===== src/rtl/sram_port_arbiter.sv =====
// sram_port_arbiter: shares one single-port 1-cycle-latency SRAM between two
// Avalon-MM requesters with round-robin grant, bounded lock and read routing.
// Optional build macro SRAM_ARB_PROTECT_EN: write-protects [0,PROT_TOP) against
// requester 1 and raises a sticky prot_err on a violating write.
module sram_port_arbiter #(
    parameter int unsigned AW       = 10,
    parameter int unsigned MAX_LOCK = 16,
    parameter int unsigned PROT_TOP = 64
) (
    input  logic          clk,
    input  logic          reset_n,

    input  logic [AW-1:0] m0_address,
    input  logic [3:0]    m0_byteenable,
    input  logic          m0_read,
    input  logic          m0_write,
    input  logic [31:0]   m0_writedata,
    input  logic          m0_lock,
    output logic          m0_waitrequest,
    output logic [31:0]   m0_readdata,
    output logic          m0_readdatavalid,

    input  logic [AW-1:0] m1_address,
    input  logic [3:0]    m1_byteenable,
    input  logic          m1_read,
    input  logic          m1_write,
    input  logic [31:0]   m1_writedata,
    input  logic          m1_lock,
    output logic          m1_waitrequest,
    output logic [31:0]   m1_readdata,
    output logic          m1_readdatavalid,

    output logic [AW-1:0] sram_address,
    output logic [3:0]    sram_byteenable,
    output logic          sram_chipselect,
    output logic          sram_write,
    output logic [31:0]   sram_writedata,
    output logic          sram_clken,
    input  logic [31:0]   sram_readdata,

    output logic          prot_err
);

    localparam int unsigned CW = $clog2(MAX_LOCK + 1);

    localparam logic [1:0] S_IDLE  = 2'd0;
    localparam logic [1:0] S_LOCK0 = 2'd1;
    localparam logic [1:0] S_LOCK1 = 2'd2;

    logic [1:0]    r_state;
    logic          r_rr_last;
    logic [CW-1:0] r_lock_cnt;
    logic          r_rd_vld;
    logic          r_rd_id;

    logic [1:0]    w_state_nxt;
    logic          w_rr_nxt;
    logic [CW-1:0] w_cnt_nxt;
    logic [CW-1:0] w_cnt_inc;

    logic          w_req0;
    logic          w_req1;
    logic          w_gnt0;
    logic          w_gnt1;
    logic          w_gnt_any;
    logic          w_gnt_wr;
    logic          w_gnt_lock;
    logic          w_prot_hit;

    // A request is a read or a write; a simultaneous read+write is a write.
    assign w_req0     = m0_read | m0_write;
    assign w_req1     = m1_read | m1_write;
    assign w_gnt_any  = w_gnt0 | w_gnt1;
    assign w_gnt_wr   = w_gnt1 ? m1_write : m0_write;
    assign w_gnt_lock = w_gnt1 ? m1_lock  : m0_lock;
    assign w_cnt_inc  = r_lock_cnt + CW'(1);

    // Grant selection: lock owner only, otherwise sole requester or round-robin.
    always_comb begin
        w_gnt0 = 1'b0;
        w_gnt1 = 1'b0;
        if (reset_n) begin
            case (r_state)
                S_IDLE: begin
                    if (w_req0 & w_req1) begin
                        w_gnt0 = r_rr_last;
                        w_gnt1 = ~r_rr_last;
                    end else begin
                        w_gnt0 = w_req0;
                        w_gnt1 = w_req1;
                    end
                end
                S_LOCK0: w_gnt0 = w_req0;
                S_LOCK1: w_gnt1 = w_req1;
                default: begin
                    w_gnt0 = 1'b0;
                    w_gnt1 = 1'b0;
                end
            endcase
        end
    end

`ifdef SRAM_ARB_PROTECT_EN
    assign w_prot_hit = w_gnt1 & m1_write & (32'(m1_address) < PROT_TOP);

    logic r_prot_err;

    // Sticky record of any blocked write into the protected window.
    always_ff @(posedge clk or negedge reset_n) begin
        if (!reset_n) begin
            r_prot_err <= 1'b0;
        end else if (w_prot_hit) begin
            r_prot_err <= 1'b1;
        end
    end

    assign prot_err = r_prot_err;
`else
    assign w_prot_hit = 1'b0;
    assign prot_err   = 1'b0;
`endif

    // SRAM command mux; a blocked write is granted but never reaches the array.
    always_comb begin
        sram_chipselect = 1'b0;
        sram_write      = 1'b0;
        sram_address    = '0;
        sram_byteenable = '0;
        sram_writedata  = '0;
        if (w_gnt_any & ~w_prot_hit) begin
            sram_chipselect = 1'b1;
            sram_write      = w_gnt_wr;
            if (w_gnt1) begin
                sram_address    = m1_address;
                sram_byteenable = m1_byteenable;
                sram_writedata  = m1_writedata;
            end else begin
                sram_address    = m0_address;
                sram_byteenable = m0_byteenable;
                sram_writedata  = m0_writedata;
            end
        end
    end

    // Lock tracking: lock_cnt counts granted cycles of the current lock run.
    always_comb begin
        w_state_nxt = r_state;
        w_cnt_nxt   = r_lock_cnt;
        w_rr_nxt    = w_gnt_any ? w_gnt1 : r_rr_last;
        case (r_state)
            S_IDLE: begin
                if (w_gnt_any & w_gnt_lock) begin
                    w_state_nxt = w_gnt1 ? S_LOCK1 : S_LOCK0;
                    w_cnt_nxt   = CW'(1);
                end
            end
            S_LOCK0, S_LOCK1: begin
                if (!w_gnt_any || !w_gnt_lock || (w_cnt_inc == CW'(MAX_LOCK))) begin
                    w_state_nxt = S_IDLE;
                    w_cnt_nxt   = '0;
                end else begin
                    w_cnt_nxt   = w_cnt_inc;
                end
            end
            default: begin
                w_state_nxt = S_IDLE;
                w_cnt_nxt   = '0;
            end
        endcase
    end

    // Arbitration state registers; rr_last=1 lets m0 win the first tie.
    always_ff @(posedge clk or negedge reset_n) begin
        if (!reset_n) begin
            r_state    <= S_IDLE;
            r_rr_last  <= 1'b1;
            r_lock_cnt <= '0;
        end else begin
            r_state    <= w_state_nxt;
            r_rr_last  <= w_rr_nxt;
            r_lock_cnt <= w_cnt_nxt;
        end
    end

    // Remember which requester owns the read data returning next cycle.
    always_ff @(posedge clk or negedge reset_n) begin
        if (!reset_n) begin
            r_rd_vld <= 1'b0;
            r_rd_id  <= 1'b0;
        end else begin
            r_rd_vld <= w_gnt_any & ~w_gnt_wr;
            r_rd_id  <= w_gnt1;
        end
    end

    assign m0_waitrequest   = ~reset_n | (w_req0 & ~w_gnt0);
    assign m1_waitrequest   = ~reset_n | (w_req1 & ~w_gnt1);
    assign m0_readdatavalid = r_rd_vld & ~r_rd_id;
    assign m1_readdatavalid = r_rd_vld &  r_rd_id;
    assign m0_readdata      = sram_readdata;
    assign m1_readdata      = sram_readdata;
    assign sram_clken       = 1'b1;

endmodule


===== config.mk =====
export PLATFORM = sky130hd
export DESIGN_NAME = sram_port_arbiter
export DESIGN_NICKNAME = d
export VERILOG_FILES = /design/src/rtl/sram_port_arbiter.sv
export SDC_FILE = /design/constraint.sdc
export NUM_CORES = 1
export LEC_CHECK = 0
export BUFFER_PORTS_ARGS = -buffer_cell sky130_fd_sc_hd__buf_2
export CORE_AREA = 2 2 96 98
export CTS_BUF_LIST = sky130_fd_sc_hd__clkbuf_4
export DETAILED_ROUTE_END_ITERATION = 8
export DIE_AREA = 0 0 98 100
export SLEW_MARGIN = 20
export SYNTH_ARGS = -nofsm -noshare
export SYNTH_HDL_FRONTEND = slang
export SYNTH_SLANG_ARGS = --single-unit

===== constraint.sdc =====
create_clock -name clk -period 2 [get_ports clk]
set_input_delay 0 -clock clk [delete_from_list [all_inputs] [get_ports clk]]
set_output_delay 0 -clock clk [all_outputs]
set_load 0.05 [all_outputs]

# Word level (Yosys, flattened, before mapping)
# Index checks and enable logic that the tools add are counted.
[totals]
regBits = 10
word_cells = 59
[op_classes]
mux = 23
reduce_logical = 7
eq_ne = 5
bitwise_logic = 18
addsub = 1
[ops]
columns = ["op", "n"]
rows = [
  ["$mux W32", 2],
  ["$mux W10", 2],
  ["$mux W5", 2],
  ["$pmux W5 S2", 1],
  ["$mux W1", 8],
  ["$mux W4", 2],
  ["$and A1 B1 Y1", 7],
  ["$mux W2", 3],
  ["$not A1 Y1", 6],
  ["$add A5 B1 Y5 const B", 1],
  ["$eq A5 B5 Y1 const B", 1],
  ["$or A1 B1 Y1", 5],
  ["$ne A2 B2 Y1 const B", 2],
  ["$pmux W1 S2", 2],
  ["$pmux W2 S2", 1],
  ["$eq A2 B1 Y1 const B", 1],
  ["$eq A2 B2 Y1 const B", 1],
  ["$logic_not A1 Y1", 2],
  ["$logic_not A2 Y1", 1],
  ["$logic_or A1 B1 Y1", 2],
  ["$reduce_and A2 Y1", 1],
  ["$reduce_or A2 Y1", 1],
]

# Longest topological paths before layout
# Gate-level depths: netlist of run 1.
[logic_depth]
ltp_word = 11
ltp_mapped = 10

# Worst setup path before layout of run 1
# No wires, ideal clock.
[synth_path]
kind = "reg2out"
from = "reg r_state[0]"
to = "out sram_byteenable[0]"
t_arrival_ns = 2.045
path_stages_with_launch = 10
t_required_ns = 2.000
n_path_buf = 2
path_slack_ns = -0.045
cell_sequence = "dfrtp_1 > inv_1 > ha_1 > o221a_2 > o21ai_2 > inv_2 > nor2_1 > buf_4 > buf_2 > a22o_1"
[synth_between]
elab_chain_cells = 5
elab_cells_between_ends = 10
cone_classes = "2 x eq/ne; 6 x mux; 1 x bitwise; 1 x reduce/logical"
[synth_lines]
columns = ["item", "line_no", "text"]
rows = [
  ["start, declared", "50", "logic [1:0] r_state;"],
  ["start signal, assigned", "179", "r_state <= w_state_nxt;"],
  ["$eq A2 B2 Y1 (tied with other cells)", "83", "case (r_state)"],
  ["$pmux W1 S2", "83", ""],
  ["$mux W1", "82", "if (reset_n) begin"],
  ["$mux W4 / $or A1 B1 Y1 (equally long branches)", "133, 73", ""],
  ["$mux W4 (*)", "130", "if (w_gnt_any & ~w_prot_hit) begin"],
  ["end, declared", "34", "output logic [3:0] sram_byteenable,"],
]
# Mark *: on every way between the ends. The rest lies on a longest branch, timed or not.

# Worst setup path after layout of run 1
[layout_path]
from = "reg r_state[1]"
to = "out sram_writedata[17]"
[layout_between]
elab_chain_cells = 5
elab_cells_between_ends = 10
cone_classes = "2 x eq/ne; 6 x mux; 1 x bitwise; 1 x reduce/logical"
[layout_lines]
columns = ["item", "line_no", "text"]
rows = [
  ["$eq A2 B2 Y1 (tied with other cells)", "83", ""],
  ["$pmux W1 S2", "83", ""],
  ["$mux W1", "82", ""],
  ["$mux W32 / $or A1 B1 Y1 (equally long branches)", "133, 73", ""],
  ["$mux W32 (*)", "130", ""],
  ["end, declared", "37", "output logic [31:0] sram_writedata,"],
]
# Marks and branches as above.

==> flow_summary.json, run 1 <==
{
  "status": "complete, but fails checks",
  "violations": "setup timing",
  "viasPerCell": 4.46,
  "wl_per_cell_um": 16.7,
  "r2r_slack_ps": 40,
  "grt_start_max_net_pins": 28,
  "crit_start": "r_state[1]$_DFFE_PN0P_",
  "n_fill_cell": 917,
  "diodes": 0,
  "power_leakage_nw": 1.44,
  "clk_pin_slew_worst_paths_ps": 80,
  "drive_gt1_frac": 0.667,
  "grt_antenna_before_repair": 0,
  "die-area_um2": 9800,
  "finalCritPeriodShare": 1.06,
  "async_flop_share": 1.00,
  "drv_cap": 0,
  "layout.cells.most_common": "buf_2",
  "numPortBuffers": 151,
  "hold_path.class": "input pin to output port",
  "holdPathStages": 0,
  "skew_ps": 12.7,
  "worstPathRequired_ps": 2000,
  "clock_latency_ps": 280,
  "cts_tree": "built",
  "worst_slack_ps": -122,
  "finalSetupTns_ps": -3870,
  "ff2ff_path_depth": 9,
  "die_h_um": 100,
  "worst-path-buf-inv": 5,
  "coreArea_um2": 8890,
  "syn_area_um2": 1690,
  "critPathMaxFanout": 6,
  "worstSetupStartpointType": "register",
  "grt_busiest_layer": "met2",
  "htree_levels": 1,
  "num_vias": 1902,
  "power_density_nw_per_um2": 1510,
  "use_met1": 0.161,
  "worst_ep_arrival_time_ps": 2120,
  "nets": 454,
  "setup_viol": 47,
  "die_w_um": 98,
  "crit_path_frequent_cell": "inv_2",
  "ctsLongestPathBuffers": 2,
  "synth-main-ff-cell": "dfrtp_1",
  "dpl.hpwl_mm": 5.58,
  "met3_usage": 0.0306,
  "place.gp.congestion": 0.774,
  "drc": 0,
  "synth_fp_nets": 347,
  "synthDistinctLibCells": 35,
  "hold_viol_final": 0,
  "critical-path-max-stage-delay_ps": 410,
  "fmax_ghz": 0.471,
  "path_cells": "inv_2 > ha_4 > o221a_4 > o21ai_4 > inv_2 > nor2_4 > buf_4 > clkbuf_16 > a22o_1 > buf_6",
  "area_delta_synth_final_pct": 69.2,
  "numCtsBuffers": 3,
  "initial_core_util": 0.190,
  "grt_pass1_wl_mm": 9.83,
  "critPathTopFamily": "buffers and inverters",
  "crit_path_end_kind": "output port",
  "firstDrtPassIters": 4,
  "fp-row-count": 35,
  "drt_iter0_drc": 21,
  "layout_common_cells": "buf_2, buf_6, a22o_1",
  "grt_usage": 0.127,
  "seq_area_frac_synth": 0.149,
  "syn-instance-count": 209,
  "synth-seq-cells": 10,
  "synth_edf_count": 0,
  "maxSlewViolCount": 0,
  "postRouteAntennaNets": 0,
  "grt_pass1_vias": 1820,
  "reg2reg_from": "r_state[1]$_DFFE_PN0P_",
  "top_level_ports": 250,
  "synth.yosys.warnings": 0,
  "synth_area_per_cell_um2": 8.08,
  "grtUsageMet2": 0.220,
  "crit_type": "register to output port",
  "overflow": 0,
  "min_period_ps": 2120,
  "multi_input_area_um2": 987,
  "wl_mm": 7.10,
  "regArea_um2": 251,
  "totalPowerFinal_mw": 4.31,
  "cts.sinks": 10,
  "cp.depth": 10,
  "cpMaxStageDelayCell": "dfrtp_1",
  "vdd_drop_max_v": 0.000564,
  "reg2reg_to": "r_lock_cnt[3]$_DFFE_PN0P_",
  "critPathCapture": "sram_writedata[17]",
  "rsz0062_at_grt": "true",
  "cts-root-buf": "clkbuf_4"
}
-- final cells by class --
class,instances,area share
Inverter,7,0.00920
Timing Repair Buffer,179,0.499
Sequential cell,10,0.0880
Tap cell,111,0.0486
Clock inverter,1,0.00131
Multi-Input combinational cell,115,0.346
Clock buffer,3,0.00788
-- cell families (layout without fill, tap and decap cells) --
| kind of cell | after synthesis | in the layout | share of synthesized area |
|---|---|---|---|
| buffers and inverters | 84 | 190 | 0.341 |
| AO/OA/AOI/OAI | 68 | 68 | 0.340 |
| AND/OR/NAND/NOR | 34 | 34 | 0.0934 |
| flip-flops | 10 | 10 | 0.149 |
| adder cells (fa/ha/maj) | 6 | 6 | 0.0445 |
| XOR/XNOR | 3 | 3 | 0.0156 |
| other | 2 | 2 | 0.00445 |
| multiplexers | 2 | 2 | 0.0119 |
-- how the worst min path moves through the flow --
stage                      start                        end  slack (ps)
2_1_floorplan            reset_n  r_lock_cnt[0]$_DFFE_PN0P_        -300
3_3_place_gp             reset_n          r_rd_id$_DFF_PN0_        -170
3_5_place_dp             reset_n         r_rd_vld$_DFF_PN0_        -160
4_1_cts         sram_readdata[9]             m0_readdata[9]         0.5
5_1_grt        sram_readdata[31]            m1_readdata[31]         0.3
6_report        sram_readdata[9]             m0_readdata[9]        0.08
-- per-layer routing --
layer	share of wire	wire length [um]	up-vias
li1	-	-	899
met1	0.42	2960	874
met2	0.50	3560	124
met3	0.075	534	5
met4	0.0065	46	0
met5	0	0	-
-- Yosys cell counts (3+ instances only) --
library cell | number | area share
a22o_1 | 47 | 0.24
buf_2 | 4 | 0.012
buf_4 | 68 | 0.30
clkbuf_1 | 5 | 0.011
dfrtp_1 | 9 | 0.13
ha_1 | 6 | 0.044
inv_1 | 6 | 0.013
nand2_1 | 13 | 0.029
nand3_1 | 6 | 0.018
nor2_1 | 6 | 0.013
o211ai_1 | 3 | 0.013
o21ai_0 | 5 | 0.015
o22ai_1 | 3 | 0.011
-- flip-flops by register name (all words and copies together) (netlist names) --
| register | count |
|---|---|
| r_lock_cnt | 5 |
| r_rd_id | 1 |
| r_rr_last | 1 |
| r_rd_vld | 1 |
| r_state | 2 |
-- power breakdown --
group / switching (mW) / internal [mW] / total [mW]
sequential: 0.0513 / 0.265 / 0.317
clock: 0.0813 / 0.0723 / 0.154
combinational: 2.24 / 1.60 / 3.84
total: 2.37 / 1.94 / 4.31
-- stage by stage --
step	hold slack, ps	cells	setup slack (ps)	util	cell area, um^2
6_report	0.0755	426	-122	0.321	2860
5_1_grt	0.339	426	-209	0.321	2860
4_1_cts	0.497	422	-127	0.316	2810
3_5_place_dp	-163	408	28.9	0.255	2270
3_3_place_gp	-168	408	76.2	0.255	2270
2_1_floorplan	-296	209	0.400	-	1700
-- repair_timing --
action | 4_1_cts | 5_1_grt
setup endpoints to repair | 47 | 55
endpoints found under the hold margin | 11 | 0
resized for setup | 101 | 8
cloned | 2 | 1
setup buffers | 5 | 4
hold buffers | 3 | 0
pin swaps | 9 | 11
Power figures use the tool's default switching activity.
==> run 2, diff against run 1 <==
- CTS_BUF_LIST: sky130_fd_sc_hd__clkbuf_4 -> sky130_fd_sc_hd__clkbuf_4 sky130_fd_sc_hd__clkbuf_8
==> run 2 against run 1 <==
Worst setup slack better by 35 ps. Flip-flop and latch count unchanged. Clock-buffer cell count increased by 1. Total power grew 2.6%. Critical path depth unchanged. Core utilization grew 0.24 points. The run still ends with setup timing left. Register-to-register slack barely moved. Die area is the same. Via count down 0.11%. Combinational power about the same. Largest power group unchanged. Cell area rose by 0.74%.
==> flow_summary.json, run 2 (synthesis gave the netlist of run 1 again) <==
{
  "status": "complete, but fails checks",
  "violations": "setup timing",
  "ctsLongestPathBuffers": 2,
  "top_regs": "r_lock_cnt: 5 flops, r_state: 2 flops",
  "die-area_um2": 9800,
  "critical-path-max-stage-delay_ps": 400,
  "htree_levels": 1,
  "crit_path_frequent_cell": "inv_2",
  "worstSetupStartpointType": "register",
  "hold_viol_final": 0,
  "die_w_um": 98,
  "layout_common_cells": "buf_2, buf_6, a22o_1",
  "post-route-util": 0.324,
  "final_cells": 424,
  "top_layer": "met4",
  "worstPathRequired_ps": 2000,
  "postLayoutCellArea_um2": 2880,
  "drive_gt1_frac": 0.671,
  "clk_pin_slew_worst_paths_ps": 50,
  "area_delta_synth_final_pct": 70.5,
  "crit_start": "r_state[1]$_DFFE_PN0P_",
  "top_level_ports": 250,
  "firstDrtPassIters": 4,
  "worst-path-buf-inv": 5,
  "path_cells": "inv_2 > ha_4 > o221a_4 > o21ai_4 > inv_2 > nor2_4 > buf_4 > clkbuf_16 > a22o_1 > buf_6",
  "vdd_drop_max_v": 0.000564,
  "viasPerCell": 4.48,
  "totalPowerFinal_mw": 4.42,
  "grt_antenna_before_repair": 0,
  "finalCritPeriodShare": 1.04,
  "numPortBuffers": 151,
  "wl_mm": 7.06,
  "fmax_ghz": 0.479,
  "dp.cells": 408,
  "wl_met3_um": 539,
  "overflow": 0,
  "initial_core_util": 0.190,
  "wl_per_cell_um": 16.7,
  "cp.depth": 10,
  "routed-wl-met2_mm": 3.50,
  "power_leakage_nw": 1.45,
  "min_period_ps": 2090,
  "clock_latency_ps": 240,
  "grt_usage": 0.125,
  "critPathCapture": "sram_writedata[17]",
  "reg2reg_from": "r_state[1]$_DFFE_PN0P_",
  "largest_reg_flops": 5,
  "r2r_slack_ps": 40,
  "setup_viol": 44,
  "crit_type": "register to output port",
  "cts.sinks": 10,
  "grt_pass1_wl_mm": 9.70,
  "hp-start": "sram_readdata[9]",
  "hold_path.class": "input pin to output port",
  "layout.cells.most_common": "buf_2",
  "grt_pass1_vias": 1799,
  "reg2reg_to": "r_lock_cnt[3]$_DFFE_PN0P_",
  "die_h_um": 100,
  "crit_path_end_kind": "output port",
  "fp-row-count": 35,
  "m1WireLength_mm": 2.96,
  "num_vias": 1900,
  "regMostFlops": "r_lock_cnt",
  "postRouteAntennaNets": 0,
  "worst_slack_ps": -87.2,
  "n_fill_cell": 918,
  "cts-root-buf": "clkbuf_8",
  "critPathMaxFanout": 6,
  "critPathTopFamily": "buffers and inverters",
  "place_area_um2": 2270,
  "ff2ff_path_depth": 9,
  "numCtsBuffers": 3,
  "place.gp.congestion": 0.774,
  "drt_iter0_drc": 27,
  "diodes": 0,
  "hold_ws_ps": 0.0755,
  "worst_ep_arrival_time_ps": 2090,
  "cpMaxStageDelayCell": "dfrtp_1",
  "grt_start_max_net_pins": 28,
  "cts_tree": "built",
  "dpl.hpwl_mm": 5.58,
  "coreArea_um2": 8890,
  "drc": 0,
  "rsz0062_at_grt": "true",
  "skew_ps": 7.21,
  "power_density_nw_per_um2": 1540,
  "drv_cap": 0,
  "nets": 452,
  "maxSlewViolCount": 0
}
run 2: report_power, final:
group          switching (mW)  internal (mW)
registers              0.0527          0.266
logic                    2.24           1.60
clock network          0.0884          0.174
total                    2.38           2.04
run 2: through the flow:
stage,TNS (ps),worst slack (ps)
6_report,-2150,-87.2
5_1_grt,-5480,-160
4_1_cts,-2460,-88.7
3_5_place_dp,0,28.9
3_3_place_gp,0,76.2
2_1_floorplan,0,0.400
run 2: routing by layer:
| metal | vias to the layer above | global-route usage |
|---|---|---|
| met5 | - | 0 |
| met2 | 128 | 0.215 |
| met3 | 7 | 0.0299 |
| met1 | 871 | 0.159 |
| met4 | 0 | 0.0256 |
| li1 | 894 | - |
run 2: final cells by class:
type | instances | area (um^2) | area share
clock buffers | 4 | 55.1 | 0.0191
flip-flops and latches | 10 | 251 | 0.0874
well taps | 111 | 139 | 0.0483
repair buffers | 177 | 1410 | 0.491
multi-input cells | 115 | 992 | 0.345
inverters | 7 | 26.3 | 0.00913
run 2: worst min path at each step:
stage                                      to  slack (ps)  depth (start not counted)
global placement            r_rd_id$_DFF_PN0_        -170                          1
finish                         m0_readdata[9]        0.08                          0
CTS                        r_rd_vld$_DFF_PN0_        0.06                          2
detailed placement         r_rd_vld$_DFF_PN0_        -160                          1
floorplan           r_lock_cnt[0]$_DFFE_PN0P_        -300                          0
global route                  m1_readdata[31]         0.3                          0
run 2: worst reg2reg max path: cells and delay by family, from the launching register on:
family,cells,cell delay [ps]
AOI/OAI and AO/OA,3,750
buffers and inverters,3,440
DFF,1,410
adders and majority gates,1,150
and+or+nand+nor,2,130
run 2: timing repair:
action,CTS,global route
setup buffers,5,4
hold buffers,1,0
pin swaps,12,9
endpoints found under the setup margin,47,52
endpoints found under the hold margin,10,0
cloned,2,1
gates resized for setup,104,7
==> run 3, diff against run 2 <==
- PLACE_DENSITY_LB_ADDON: unset -> 0.2
==> run 3 against run 2 <==
The run still ends with setup timing left. Hold slack hardly changed. Global-route usage increased by 2.5 points. Total power rose by 4.6%. Die area stayed put. Sequential power barely moved. Worst setup slack worse by 50 ps.
==> flow_summary.json, run 3 (synthesis gave the netlist of run 1 again) <==
{
  "status": "complete, but fails checks",
  "violations": "setup timing",
  "p_clk_frac": 0.052,
  "finalSetupTns_ps": -3030,
  "grt_pass1_wl_mm": 10.9,
  "worst-path-buf-inv": 4,
  "dp_slack_ps": -17.5,
  "top_regs": "r_lock_cnt: 5 flops, r_state: 2 flops",
  "numPortBuffers": 151,
  "place.gp.congestion": 0.905,
  "holdPathStages": 0,
  "r2r_slack_ps": -20,
  "die_h_um": 100,
  "worst_slack_ps": -137,
  "min_period_ps": 2140,
  "grt_pass1_vias": 1753,
  "cts-root-buf": "clkbuf_8",
  "layout.cells.most_common": "buf_2",
  "drv_cap": 0,
  "top_level_ports": 250,
  "power_density_nw_per_um2": 1540,
  "crit_path_end_kind": "output port",
  "dpl.hpwl_mm": 6.41,
  "skew_ps": 4.63,
  "reg2reg_to": "r_lock_cnt[2]$_DFFE_PN0P_",
  "nets": 452,
  "p_int_mw": 2.15,
  "drive_gt1_frac": 0.696,
  "grt_start_max_net_pins": 34,
  "n_fill_cell": 962,
  "critPathMaxFanout": 6,
  "finalCritPeriodShare": 1.07,
  "drt_iter0_drc": 34,
  "sw_frac_of_total": 0.536,
  "hold_path.class": "input pin to output port",
  "cts.sinks": 10,
  "worstSetupStartpointType": "register",
  "power_switching_mw": 2.48,
  "postRouteAntennaNets": 0,
  "overflow": 0,
  "ff2ff_path_depth": 10,
  "pwr-share-seq": 0.069,
  "worst_ep_arrival_time_ps": 2140,
  "initial_core_util": 0.190,
  "cpMaxStageDelayCell": "dfrtp_1",
  "ctsLongestPathBuffers": 2,
  "die_w_um": 98,
  "fmax_ghz": 0.468,
  "drc": 0,
  "power_leakage_nw": 1.50,
  "coreArea_um2": 8890,
  "wl_mm": 8.35,
  "setup_viol": 38,
  "diodes": 0,
  "grt_antenna_before_repair": 0,
  "clock_latency_ps": 240,
  "reg2reg_from": "r_state[1]$_DFFE_PN0P_",
  "clk_pin_slew_worst_paths_ps": 50,
  "fp-row-count": 35,
  "viasPerCell": 4.51,
  "hold_path_end": "m1_readdata[13]",
  "maxSlewViolCount": 0,
  "worstPathRequired_ps": 2000,
  "comb_power_share": 0.879,
  "rsz0062_at_grt": "true",
  "crit_type": "register to output port",
  "firstDrtPassIters": 4,
  "critical-path-max-stage-delay_ps": 430,
  "cts_tree": "built",
  "critPathTopFamily": "buffers and inverters",
  "die-area_um2": 9800,
  "dp.cells": 405,
  "htree_levels": 1,
  "wl_per_cell_um": 19.7,
  "crit_start": "r_state[1]$_DFFE_PN0P_",
  "hp-start": "sram_readdata[13]",
  "final_cells": 424,
  "vdd_drop_max_v": 0.000464,
  "area_delta_synth_final_pct": 77.8,
  "path_cells": "inv_2 > ha_2 > nor2_1 > a211o_2 > nor2_4 > buf_12 > clkbuf_16 > a22o_1 > buf_6",
  "numCtsBuffers": 3,
  "layout_common_cells": "buf_2, buf_6, a22o_1",
  "num_vias": 1911,
  "largest_reg_flops": 5,
  "regMostFlops": "r_lock_cnt",
  "grt_usage": 0.149,
  "hold_viol_final": 0
}
-- run 3: cell types whose count changed in the layout (fill, tap and decap cells not counted), sizes merged --
cell	previous run	this run
dlygate4sd3	1	2
buf	175	173
clkbuf	5	6
-- run 3: how the worst max path moves through the flow --
stage	to	slack, ps	depth (start not counted)
floorplan	sram_address[0]	0.4	9
finish	sram_writedata[11]	-140	9
global placement	sram_writedata[2]	10	8
global route	sram_writedata[7]	-230	9
detailed placement	sram_writedata[2]	-20	8
CTS	sram_writedata[7]	-110	9
-- run 3: per-stage QoR --
step | utilization | total power [mW] | instance area (um^2) | hold WS [ps]
2_1_floorplan | - | 2.78 | 1700 | -296
3_3_place_gp | 0.260 | 3.45 | 2310 | -145
3_5_place_dp | 0.260 | 3.46 | 2310 | -151
4_1_cts | 0.315 | 4.35 | 2800 | 0.497
5_1_grt | 0.338 | 4.84 | 3000 | 0.111
6_report | 0.338 | 4.63 | 3000 | 0.0216
-- run 3: repair_timing --
action	4_1_cts	5_1_grt
resized for setup	72	50
gates cloned	3	2
setup endpoints to repair	47	54
endpoints found under the hold margin	10	0
hold buffers	2	0
buffers inserted	5	4
pin swaps	5	11
-- run 3: area by class of cell --
class / count / area [um^2] / area share
Timing Repair Buffer: 177 / 1480 / 0.494
Multi-Input combinational cell: 115 / 1050 / 0.351
Sequential cell: 10 / 251 / 0.0838
Tap cell: 111 / 139 / 0.0463
Clock buffer: 4 / 48.8 / 0.0163
Inverter: 7 / 28.8 / 0.00959
-- run 3: metal layers --
metal	vias up	GRT usage	wire [um]
li1	899	-	-
met1	868	0.198	3570
met2	122	0.201	3380
met3	22	0.0905	1280
met4	0	0.0438	129
met5	-	0	0
-- run 3: power by group through the flow --
stage                     Sequential [mW]  Combinational [mW]  Clock (mW)
after floorplan                     0.310                2.47           0
after global placement              0.313                3.14           0
after detailed placement            0.313                3.15           0
after CTS                           0.312                3.79       0.246
after global routing                0.328                4.25       0.260
final                               0.319                4.07       0.241
